[config.mk]
export PLATFORM = sky130hd
export DESIGN_NAME = host_mem_dma
export DESIGN_NICKNAME = d
export VERILOG_FILES = /design/src/rtl/host_mem_dma.sv
export SDC_FILE = /design/constraint.sdc
export NUM_CORES = 1
export LEC_CHECK = 0
export CAP_MARGIN = 20
export CORE_MARGIN = 2
export CORE_UTILIZATION = 42
export DETAILED_ROUTE_END_ITERATION = 7
export PLACE_DENSITY = 0.92
export SYNTH_ARGS = -nofsm -noshare
export SYNTH_HDL_FRONTEND = slang
export SYNTH_SLANG_ARGS = --single-unit
[constraint.sdc]
create_clock -name i_sys_clk -period 4.4 [get_ports i_sys_clk]
set_input_delay 0.66 -clock i_sys_clk [delete_from_list [all_inputs] [get_ports i_sys_clk]]
set_output_delay 0.66 -clock i_sys_clk [all_outputs]
set_load 0.01 [all_outputs]
[src/rtl/host_mem_dma.sv]
// host_mem_dma
//   Host-side burst engine for the host port of the data memory. One command
//   (write or read, base word address, length) becomes a run of single-word
//   memory accesses, at most one per cycle.
//     write: words arriving on the write stream are written to consecutive addresses
//     read : consecutive addresses are read and sent out on the read stream
//
// Handshake rule for every stream in this block: a transfer happens on a rising
// clock edge where valid and ready are both high. A source holds valid and its
// payload stable until that edge, and ready may depend combinationally on state.
//
// Ports
//   i_sys_clk, i_sys_rst          clock; synchronous active-low reset
//   i_cmd_*, o_cmd_ready          command channel (len 0 = no-op, >1024 clipped)
//   i_wdata*, o_wdata_ready       write stream into the memory
//   o_rdata*, i_rdata_ready       read stream out of the memory (registered)
//   o_host_*, i_host_dout         memory host port (combinational read, latency 0)
//   o_busy, o_done                not idle / one-cycle end-of-command pulse
//   o_dbg_state                   current FSM state (0 idle, 1 wr, 2 rd, 3 done)
module host_mem_dma #(
  parameter int WORD_LEN = 32,
  parameter int ADDR_W   = 10,
  parameter int LEN_W    = 11
) (
  input  logic                i_sys_clk,
  input  logic                i_sys_rst,
  input  logic                i_cmd_valid,
  output logic                o_cmd_ready,
  input  logic                i_cmd_wr,
  input  logic [ADDR_W-1:0]   i_cmd_addr,
  input  logic [LEN_W-1:0]    i_cmd_len,
  input  logic                i_wdata_valid,
  output logic                o_wdata_ready,
  input  logic [WORD_LEN-1:0] i_wdata,
  output logic                o_rdata_valid,
  input  logic                i_rdata_ready,
  output logic [WORD_LEN-1:0] o_rdata,
  output logic                o_rdata_last,
  output logic                o_host_mem_wr_en,
  output logic                o_host_mem_rd_en,
  output logic [ADDR_W-1:0]   o_host_addr,
  output logic [WORD_LEN-1:0] o_host_din,
  input  logic [WORD_LEN-1:0] i_host_dout,
  output logic                o_busy,
  output logic                o_done,
  output logic [1:0]          o_dbg_state
);

  typedef enum logic [1:0] {
    S_IDLE = 2'd0,
    S_WR   = 2'd1,
    S_RD   = 2'd2,
    S_DONE = 2'd3
  } state_t;

  // Largest burst is one pass over the whole memory.
  localparam logic [LEN_W-1:0] MAX_LEN = LEN_W'(1 << ADDR_W);

  state_t              state, state_nx;
  logic [ADDR_W-1:0]   addr;
  logic [LEN_W-1:0]    rem;
  logic [WORD_LEN-1:0] rdata_q;
  logic                rdata_valid_q;
  logic                rdata_last_q;
  logic                done_q;

  logic [LEN_W-1:0]    len_clip;
  logic                cmd_fire;
  logic                wr_beat;
  logic                issue;
  logic                consume;

  assign len_clip = (i_cmd_len > MAX_LEN) ? MAX_LEN : i_cmd_len;
  assign cmd_fire = (state == S_IDLE) && i_cmd_valid;
  assign wr_beat  = (state == S_WR) && i_wdata_valid;
  // A new read may be issued when the output register is empty or is being
  // emptied this cycle, which gives one word per cycle under full ready.
  assign issue    = (state == S_RD) && (rem != '0) && (!rdata_valid_q || i_rdata_ready);
  assign consume  = rdata_valid_q && i_rdata_ready;

  always_comb begin
    state_nx         = state;
    o_cmd_ready      = 1'b0;
    o_wdata_ready    = 1'b0;
    o_host_mem_wr_en = 1'b0;
    o_host_mem_rd_en = 1'b0;
    o_host_addr      = '0;
    o_host_din       = '0;
    case (state)
      S_IDLE: begin
        o_cmd_ready = 1'b1;
        if (i_cmd_valid) begin
          if (len_clip == '0)  state_nx = S_DONE;
          else if (i_cmd_wr)   state_nx = S_WR;
          else                 state_nx = S_RD;
        end
      end
      S_WR: begin
        o_wdata_ready    = 1'b1;
        o_host_mem_wr_en = i_wdata_valid;
        o_host_addr      = addr;
        o_host_din       = i_wdata;
        if (i_wdata_valid && (rem == LEN_W'(1))) state_nx = S_DONE;
      end
      S_RD: begin
        o_host_mem_rd_en = issue;
        if (issue) o_host_addr = addr;
        // The burst ends once the word flagged last leaves the output register.
        if (consume && rdata_last_q) state_nx = S_DONE;
      end
      S_DONE: begin
        state_nx = S_IDLE;
      end
      default: state_nx = S_IDLE;
    endcase
  end

  always_ff @(posedge i_sys_clk) begin
    if (!i_sys_rst) begin
      state         <= S_IDLE;
      addr          <= '0;
      rem           <= '0;
      rdata_q       <= '0;
      rdata_valid_q <= 1'b0;
      rdata_last_q  <= 1'b0;
      done_q        <= 1'b0;
    end else begin
      state  <= state_nx;
      // done_q is high exactly while the FSM sits in DONE.
      done_q <= (state_nx == S_DONE);
      if (cmd_fire) begin
        addr <= i_cmd_addr;
        rem  <= len_clip;
      end
      if (wr_beat) begin
        addr <= addr + ADDR_W'(1);
        rem  <= rem - LEN_W'(1);
      end
      if (issue) begin
        rdata_q       <= i_host_dout;
        rdata_valid_q <= 1'b1;
        rdata_last_q  <= (rem == LEN_W'(1));
        addr          <= addr + ADDR_W'(1);
        rem           <= rem - LEN_W'(1);
      end else if (consume) begin
        rdata_valid_q <= 1'b0;
        rdata_last_q  <= 1'b0;
      end
    end
  end

  assign o_rdata       = rdata_q;
  assign o_rdata_valid = rdata_valid_q;
  assign o_rdata_last  = rdata_last_q;
  assign o_done        = done_q;
  assign o_busy        = (state != S_IDLE);
  assign o_dbg_state   = state;

endmodule

==> Implementation_results.wiki, run 1 <==
{| class="wikitable"
! Metric !! Value
|-
| Result of the run || completed
|-
| Antenna violation net count after detailed routing || 0
|-
| Synth warnings || 0
|-
| Inserted Clock Buffers || 9
|-
| Number of design rule violations left after detail routing || 0
|-
| Final Hold Fails || 0
|-
| Required arrival time at the worst endpoint || 3.74 ns
|-
| Average wire per standard cell || 15.5 um
|-
| Average cell area after synthesis || 7.82 um2
|-
| Crit path launch type || input pin
|-
| Final design utilization || 70.5%
|-
| Standard-cell row count || 31
|-
| Post-cts gate resize count || 0
|-
| Fraction of final layout cells with drive strength greater than 1 || 5.82%
|-
| Reg2reg end || addr[2]
|-
| Final max-slew violation count || 0
|-
| Post CTS Setup Buffer Count || 0
|-
| Critical R2R Launch || o_dbg_state[1]
|-
| Total vias in the final route || 3563
|-
| Ratio of routed vias to standard cells || 5.35
|-
| Clock transition at the register clock pins on the worst setup and hold paths after CTS || 0.06 ns
|-
| Starting density of the core || 43.3%
|-
| Hold Crit Class || register to register
|-
| P&R area growth vs syn || 62.8%
|-
| H-tree depth || 3
|-
| Final routed wirelength across all metal layers || 10.3 mm
|-
| Global-route usage over all layers || 24.5%
|-
| Router iterations before antenna repair || 5
|-
| FF-to-FF setup slack || 1.58 ns
|-
| Worst Slack Setup Final || 0.926 ns
|-
| Headroom to the max-slew limit || 37.8%
|-
| Vias in the first global route || 3404
|-
| Clock root buffer || sky130_fd_sc_hd__clkbuf_8
|-
| Worst slew pin tran || 0.927 ns
|-
| Overall overflow remaining after global route || 0
|-
| Global routing met2 resource utilization || 42.3%
|-
| GR Layer Usage met3 || 6.37%
|-
| Crit Path Category || input pin to primary output
|-
| Antenna violations before repair || 0
|-
| Full die area || 0.00814 mm2
|-
| Half-perimeter wire length of the detailed placement result || 7.74 mm
|-
| Ratio of final minimum period to clock period || 79.0%
|-
| Final net count || 660
|-
| Flops & latches, synth || 58
|-
| Deepest clock path buffer count || 2
|-
| Number of filler instances in the final layout || 540
|-
| Die Span Y || 90.2 um
|-
| RePlAce Congestion || 0.862
|-
| Violation count after the first detailed-routing iteration || 179
|-
| Async set or reset register ratio after synthesis || 0%
|-
| Capturing element type of the critical path || primary output
|-
| GR peak layer || met2
|-
| Syn Inst Count || 399
|-
| Post-synthesis sequential area ratio || 37.2%
|-
| Count of maximum capacitance violations || 0
|-
| Clock tree from TritonCTS || yes
|-
| Number of port buffers || 174
|-
| Clock latency of the later-clocked register in the worst-skew pair || 0.33 ns
|-
| Maximum clock rate || 0.288 GHz
|-
| Number of placed I/O pins || 175
|-
| Capturing instance or port of the critical path || o_host_addr[0]
|-
| Most used cells in the layout excluding fill and tap cells || sky130_fd_sc_hd__clkdlybuf4s50_1, sky130_fd_sc_hd__nand2_1, sky130_fd_sc_hd__dfxtp_1, sky130_fd_sc_hd__and2_1, sky130_fd_sc_hd__a21oi_1
|-
| Die extent in x || 90.2 um
|-
| Count of endpoints failing setup in the final report || 0
|-
| Crit path arrival time || 2.81 ns
|-
| Largest net degree at the start of global routing || 38
|-
| Setup TNS after final layout || 0 ns
|-
| Count of clock tree sinks || 58
|-
| M1 GR Usage || 30.4%
|-
| Worst Reg-to-Reg Cells || 7
|-
| Leakage power total || 1.84 nW
|-
| Highest ir drop seen on vdd || 298 uV
|-
| Launch point of the critical path || i_rdata_ready
|-
| Post-cts hold buffer count || 0
|-
| Top_reg_cell synth || sky130_fd_sc_hd__dfxtp_1
|-
| Number of enable-type register cells in the synthesized netlist || 0
|-
| Post-Syn Area || 0.00312 mm2
|-
| Critical Path Fanout Max || 10
|-
| Syn nets || 496
|-
| Setup Skew || 0.00850 ns
|-
| Floorplan Core Area || 0.00721 mm2
|-
| Number of distinct library cell variants in the gate-level netlist after synthesis || 53
|-
| Global-route wire length before repair || 16.6 mm
|-
| Diode insertion count for antenna repair || 0
|-
| Setup repair after global routing missed its margin || no
|-
| Post-placement worst setup slack || 0.917 ns
|-
| Most common library cell in the layout ignoring fill and taps || sky130_fd_sc_hd__clkdlybuf4s50_1
|-
| Period minus WS final || 3.47 ns
|-
| Power density over cell area || 541 mW/mm2
|}
-- cell type report --
cell class                 count  area (um2)  area share (%)
clock buffer                  12         145            2.86
clock inverter                 3        40.0           0.788
tap                           99         124            2.44
timing repair buffer         179        1780            35.0
sequential                    58        1160            22.8
multi-input combinational    301        1780            35.0
inverter                      14        52.6            1.03
-- how the worst min path moves through the flow --
stage                     cells past startpoint        start  slack, ns          end
final                                         2  o_rdata[23]       0.46  o_rdata[23]
after global routing                          2  o_rdata[23]       0.48  o_rdata[23]
after CTS                                     2   o_rdata[4]       0.46   o_rdata[4]
after detailed placement                      2   o_rdata[4]       0.45   o_rdata[4]
after global placement                        2   o_rdata[0]       0.44   o_rdata[0]
after floorplan                               2   o_rdata[0]       0.48   o_rdata[0]
-- cell families (layout without fill, tap and decap cells) --
logic type / after synthesis / after routing / share of synthesized area (%)
flops: 58 / 58 / 37.2
fa+ha+maj: 6 / 6 / 2.40
simple gates: 189 / 189 / 31.2
buf+inv: 40 / 208 / 5.73
compound gates: 102 / 102 / 22.3
xor+xnor: 3 / 3 / 0.842
mux: 1 / 1 / 0.361
-- cell usage after synthesis, drive strengths merged (3+ instances only) --
master / number / area, um2
nor2: 8 / 30.0
or4: 3 / 22.5
buf: 8 / 58.8
o21a: 4 / 30.0
inv: 14 / 52.6
a21boi: 3 / 22.5
xnor2: 3 / 26.3
o21ai: 16 / 83.8
ha: 6 / 75.1
nand3: 12 / 60.1
clkbuf: 18 / 67.6
nor3: 5 / 25.0
o211ai: 8 / 65.1
a221oi: 4 / 60.1
nand4: 3 / 33.8
nor4: 6 / 67.6
a21oi: 43 / 219
nand2: 91 / 342
and3: 9 / 56.3
a211oi: 6 / 45.0
and2: 45 / 282
dfxtp: 58 / 1160
-- layer usage --
layer | vias to the layer above | wire, um | part of all wire [%]
met5 | - | 0 | 0
met4 | 0 | 170 | 1.6
met3 | 20 | 686 | 6.6
met2 | 158 | 5000 | 48
met1 | 1668 | 4470 | 43
li1 | 1717 | - | -
-- per-stage QoR --
stage | instance area, um2 | hold WS [ns] | instances | total power [W]
6_report | 5080 | 0.460 | 666 | 0.00275
5_1_grt | 5080 | 0.485 | 666 | 0.00291
4_1_cts | 5080 | 0.459 | 666 | 0.00275
3_5_place_dp | 4900 | 0.451 | 651 | 0.00227
3_3_place_gp | 4900 | 0.441 | 651 | 0.00221
2_1_floorplan | 3120 | 0.481 | 399 | 0.00166
-- worst max-delay path: stages --
cell and delay (ns):
sky130_fd_sc_hd__clkdlybuf4s50_1 0.50, sky130_fd_sc_hd__nand2b_1 0.20, sky130_fd_sc_hd__and2_1 0.26, sky130_fd_sc_hd__nand2_1 0.11
sky130_fd_sc_hd__inv_2 0.07, sky130_fd_sc_hd__o21a_1 0.28, sky130_fd_sc_hd__and2_1 0.17, sky130_fd_sc_hd__clkdlybuf4s50_1 0.56
-- report_power, final --
| group | switching, W | internal (W) | total (W) |
|---|---|---|---|
| Clock | 0.000199 | 0.000272 | 0.000472 |
| Combinational | 0.000747 | 0.000711 | 0.00146 |
| Sequential | 0.000144 | 0.000676 | 0.000820 |
| Total | 0.00109 | 0.00166 | 0.00275 |
-- sequential cells by signal (all words and copies together) (netlist names) --
name           cells
rem               11
o_rdata_valid      1
o_rdata           32
o_rdata_last       1
addr              10
o_dbg_state        2
o_done             1
No activity file was read; power rests on OpenSTA's default activity.
==> inputs of run 2 (changes only) <==
- CORE_UTILIZATION: 42 -> 39
- PLACE_DENSITY: 0.92 -> 0.86
- clock period: 4.4 -> 3.35 ns (I/O delays scaled with it)
==> Implementation_results.wiki, run 2 (same netlist as run 1, synthesis figures left out) <==
{| class="wikitable"
! Metric !! Value
|-
| Capturing element type of the critical path || primary output
|-
| Final design utilization || 66.6%
|-
| Fraction of final layout cells with drive strength greater than 1 || 7.48%
|-
| Overall overflow remaining after global route || 0
|-
| H-tree depth || 3
|-
| Inserted Clock Buffers || 9
|-
| Most used cells in the layout excluding fill and tap cells || sky130_fd_sc_hd__clkdlybuf4s50_1, sky130_fd_sc_hd__nand2_1, sky130_fd_sc_hd__dfxtp_1, sky130_fd_sc_hd__and2_1, sky130_fd_sc_hd__a21oi_1
|-
| Starting density of the core || 40.4%
|-
| Result of the run || completed
|-
| RePlAce Congestion || 0.890
|-
| Crit Path Category || input pin to primary output
|-
| Router iterations before antenna repair || 7
|-
| Half-perimeter wire length of the detailed placement result || 7.49 mm
|-
| Number of filler instances in the final layout || 629
|-
| Clock root buffer || sky130_fd_sc_hd__clkbuf_8
|-
| Worst Slack Setup Final || 0.276 ns
|-
| Inst Count DP || 661
|-
| Beginning of the worst hold path || o_rdata[11]
|-
| Global-route usage over all layers || 21.9%
|-
| Combined area of the multi-input logic cells || 0.00178 mm2
|-
| Critical Path Fanout Max || 10
|-
| Post-cts hold buffer count || 0
|-
| Critical Path, Cell by Cell || clkdlybuf4s50_1, nand2b_1, and2_1, nand2_1, inv_2, o21a_1, and2_1, clkdlybuf4s50_1
|-
| P&R area growth vs syn || 64.8%
|-
| Deepest clock path buffer count || 2
|-
| Antenna violations before repair || 0
|-
| Number of design rule violations left after detail routing || 0
|-
| Crit path launch type || input pin
|-
| Largest register FFs || 32
|-
| Post-cts gate resize count || 0
|-
| Headroom to the max-slew limit || 55.5%
|-
| Clock transition at the register clock pins on the worst setup and hold paths after CTS || 0.06 ns
|-
| Violation count after the first detailed-routing iteration || 131
|-
| Clock tree from TritonCTS || yes
|-
| Post CTS Setup Buffer Count || 0
|-
| Seq. cell area || 0.00116 mm2
|-
| Leakage power total || 1.87 nW
|-
| Largest net degree at the start of global routing || 35
|-
| Vias in the first global route || 3144
|-
| Clock latency of the later-clocked register in the worst-skew pair || 0.32 ns
|-
| Setup repair after global routing missed its margin || no
|-
| Crit path arrival time || 2.57 ns
|-
| Setup Skew || 0.00507 ns
|-
| Ratio of routed vias to standard cells || 5.06
|-
| Depth of the worst hold-timing path || 2
|-
| Number of placed I/O pins || 175
|-
| Power density over cell area || 701 mW/mm2
|-
| Final net count || 667
|-
| Final max-slew violation count || 0
|-
| Antenna violation net count after detailed routing || 0
|-
| Setup TNS after final layout || 0 ns
|-
| Worst slew pin tran || 0.668 ns
|-
| Average wire per standard cell || 14.4 um
|-
| Period minus WS final || 3.07 ns
|-
| Standard-cell row count || 32
|-
| Hold Crit Class || register to register
|-
| Number of non-filler instances in the completed layout || 677
|-
| Full die area || 0.00874 mm2
|-
| Global-route wire length before repair || 15.4 mm
|-
| Floorplan Core Area || 0.00773 mm2
|-
| Maximum clock rate || 0.325 GHz
|-
| Post-placement worst setup slack || 0.253 ns
|-
| Worst Reg-to-Reg Cells || 8
|-
| Number of port buffers || 174
|-
| Launch point of the critical path || i_rdata_ready
|-
| Required arrival time at the worst endpoint || 2.85 ns
|-
| Slowest library cell on the worst path || sky130_fd_sc_hd__clkdlybuf4s50_1
|-
| Die Span Y || 93.5 um
|-
| Largest stage delay, worst path || 0.57 ns
|-
| Count of maximum capacitance violations || 0
|-
| Die extent in x || 93.5 um
|-
| Count of endpoints failing setup in the final report || 0
|-
| Final routed wirelength across all metal layers || 9.78 mm
|-
| Total vias in the final route || 3423
|-
| Ratio of final minimum period to clock period || 91.8%
|-
| Critical R2R Launch || o_dbg_state[1]
|-
| Final Hold Fails || 0
|-
| Count of clock tree sinks || 58
|-
| FF-to-FF setup slack || 1.10 ns
|-
| Diode insertion count for antenna repair || 0
|-
| Highest ir drop seen on vdd || 479 uV
|-
| Most common library cell in the layout ignoring fill and taps || sky130_fd_sc_hd__clkdlybuf4s50_1
|}
run 2: final timing paths:
path | end
worst max-delay path | o_host_addr[0]
worst min-delay path | o_rdata[11]
worst max register to register | addr[0]
worst min register to register | o_rdata[11]
run 2: stage by stage:
stage	total power, W	hold WS, ns	cell area (um2)
after detailed placement	0.00302	0.447	4950
after floorplan	0.00218	0.481	3120
after global placement	0.00296	0.441	4950
after CTS	0.00363	0.456	5140
after global routing	0.00385	0.475	5140
final	0.00361	0.455	5140
run 2: layout make-up:
type | count | share of cell area [%]
Sequential cell | 58 | 22.6
Tap cell | 102 | 2.48
Multi-Input combinational cell | 301 | 34.6
Inverter | 14 | 1.02
Clock inverter | 4 | 0.486
Clock buffer | 12 | 3.21
Timing Repair Buffer | 186 | 35.6
run 2: layer usage:
metal | wire, um | vias up | track usage [%]
met5 | 0 | - | 0
met4 | 43 | 0 | 3.68
met3 | 721 | 6 | 6.85
met2 | 4680 | 134 | 35.9
met1 | 4330 | 1550 | 28.8
li1 | - | 1733 | -
run 2: where the power goes:
group / total (W) / leakage (nW) / internal, W / switching (W)
registers: 0.00107 / 0.474 / 0.000888 / 0.000182
clock network: 0.000597 / 0.0944 / 0.000326 / 0.000271
logic: 0.00194 / 1.30 / 0.000972 / 0.000966
total: 0.00361 / 1.87 / 0.00219 / 0.00142
run 2: critical path: cells and delay by family:
kind,cells,cell delay [ns]
AND/OR/NAND/NOR,4,0.65
AO/OA/AOI/OAI,1,0.28
buffers and inverters,3,1.13
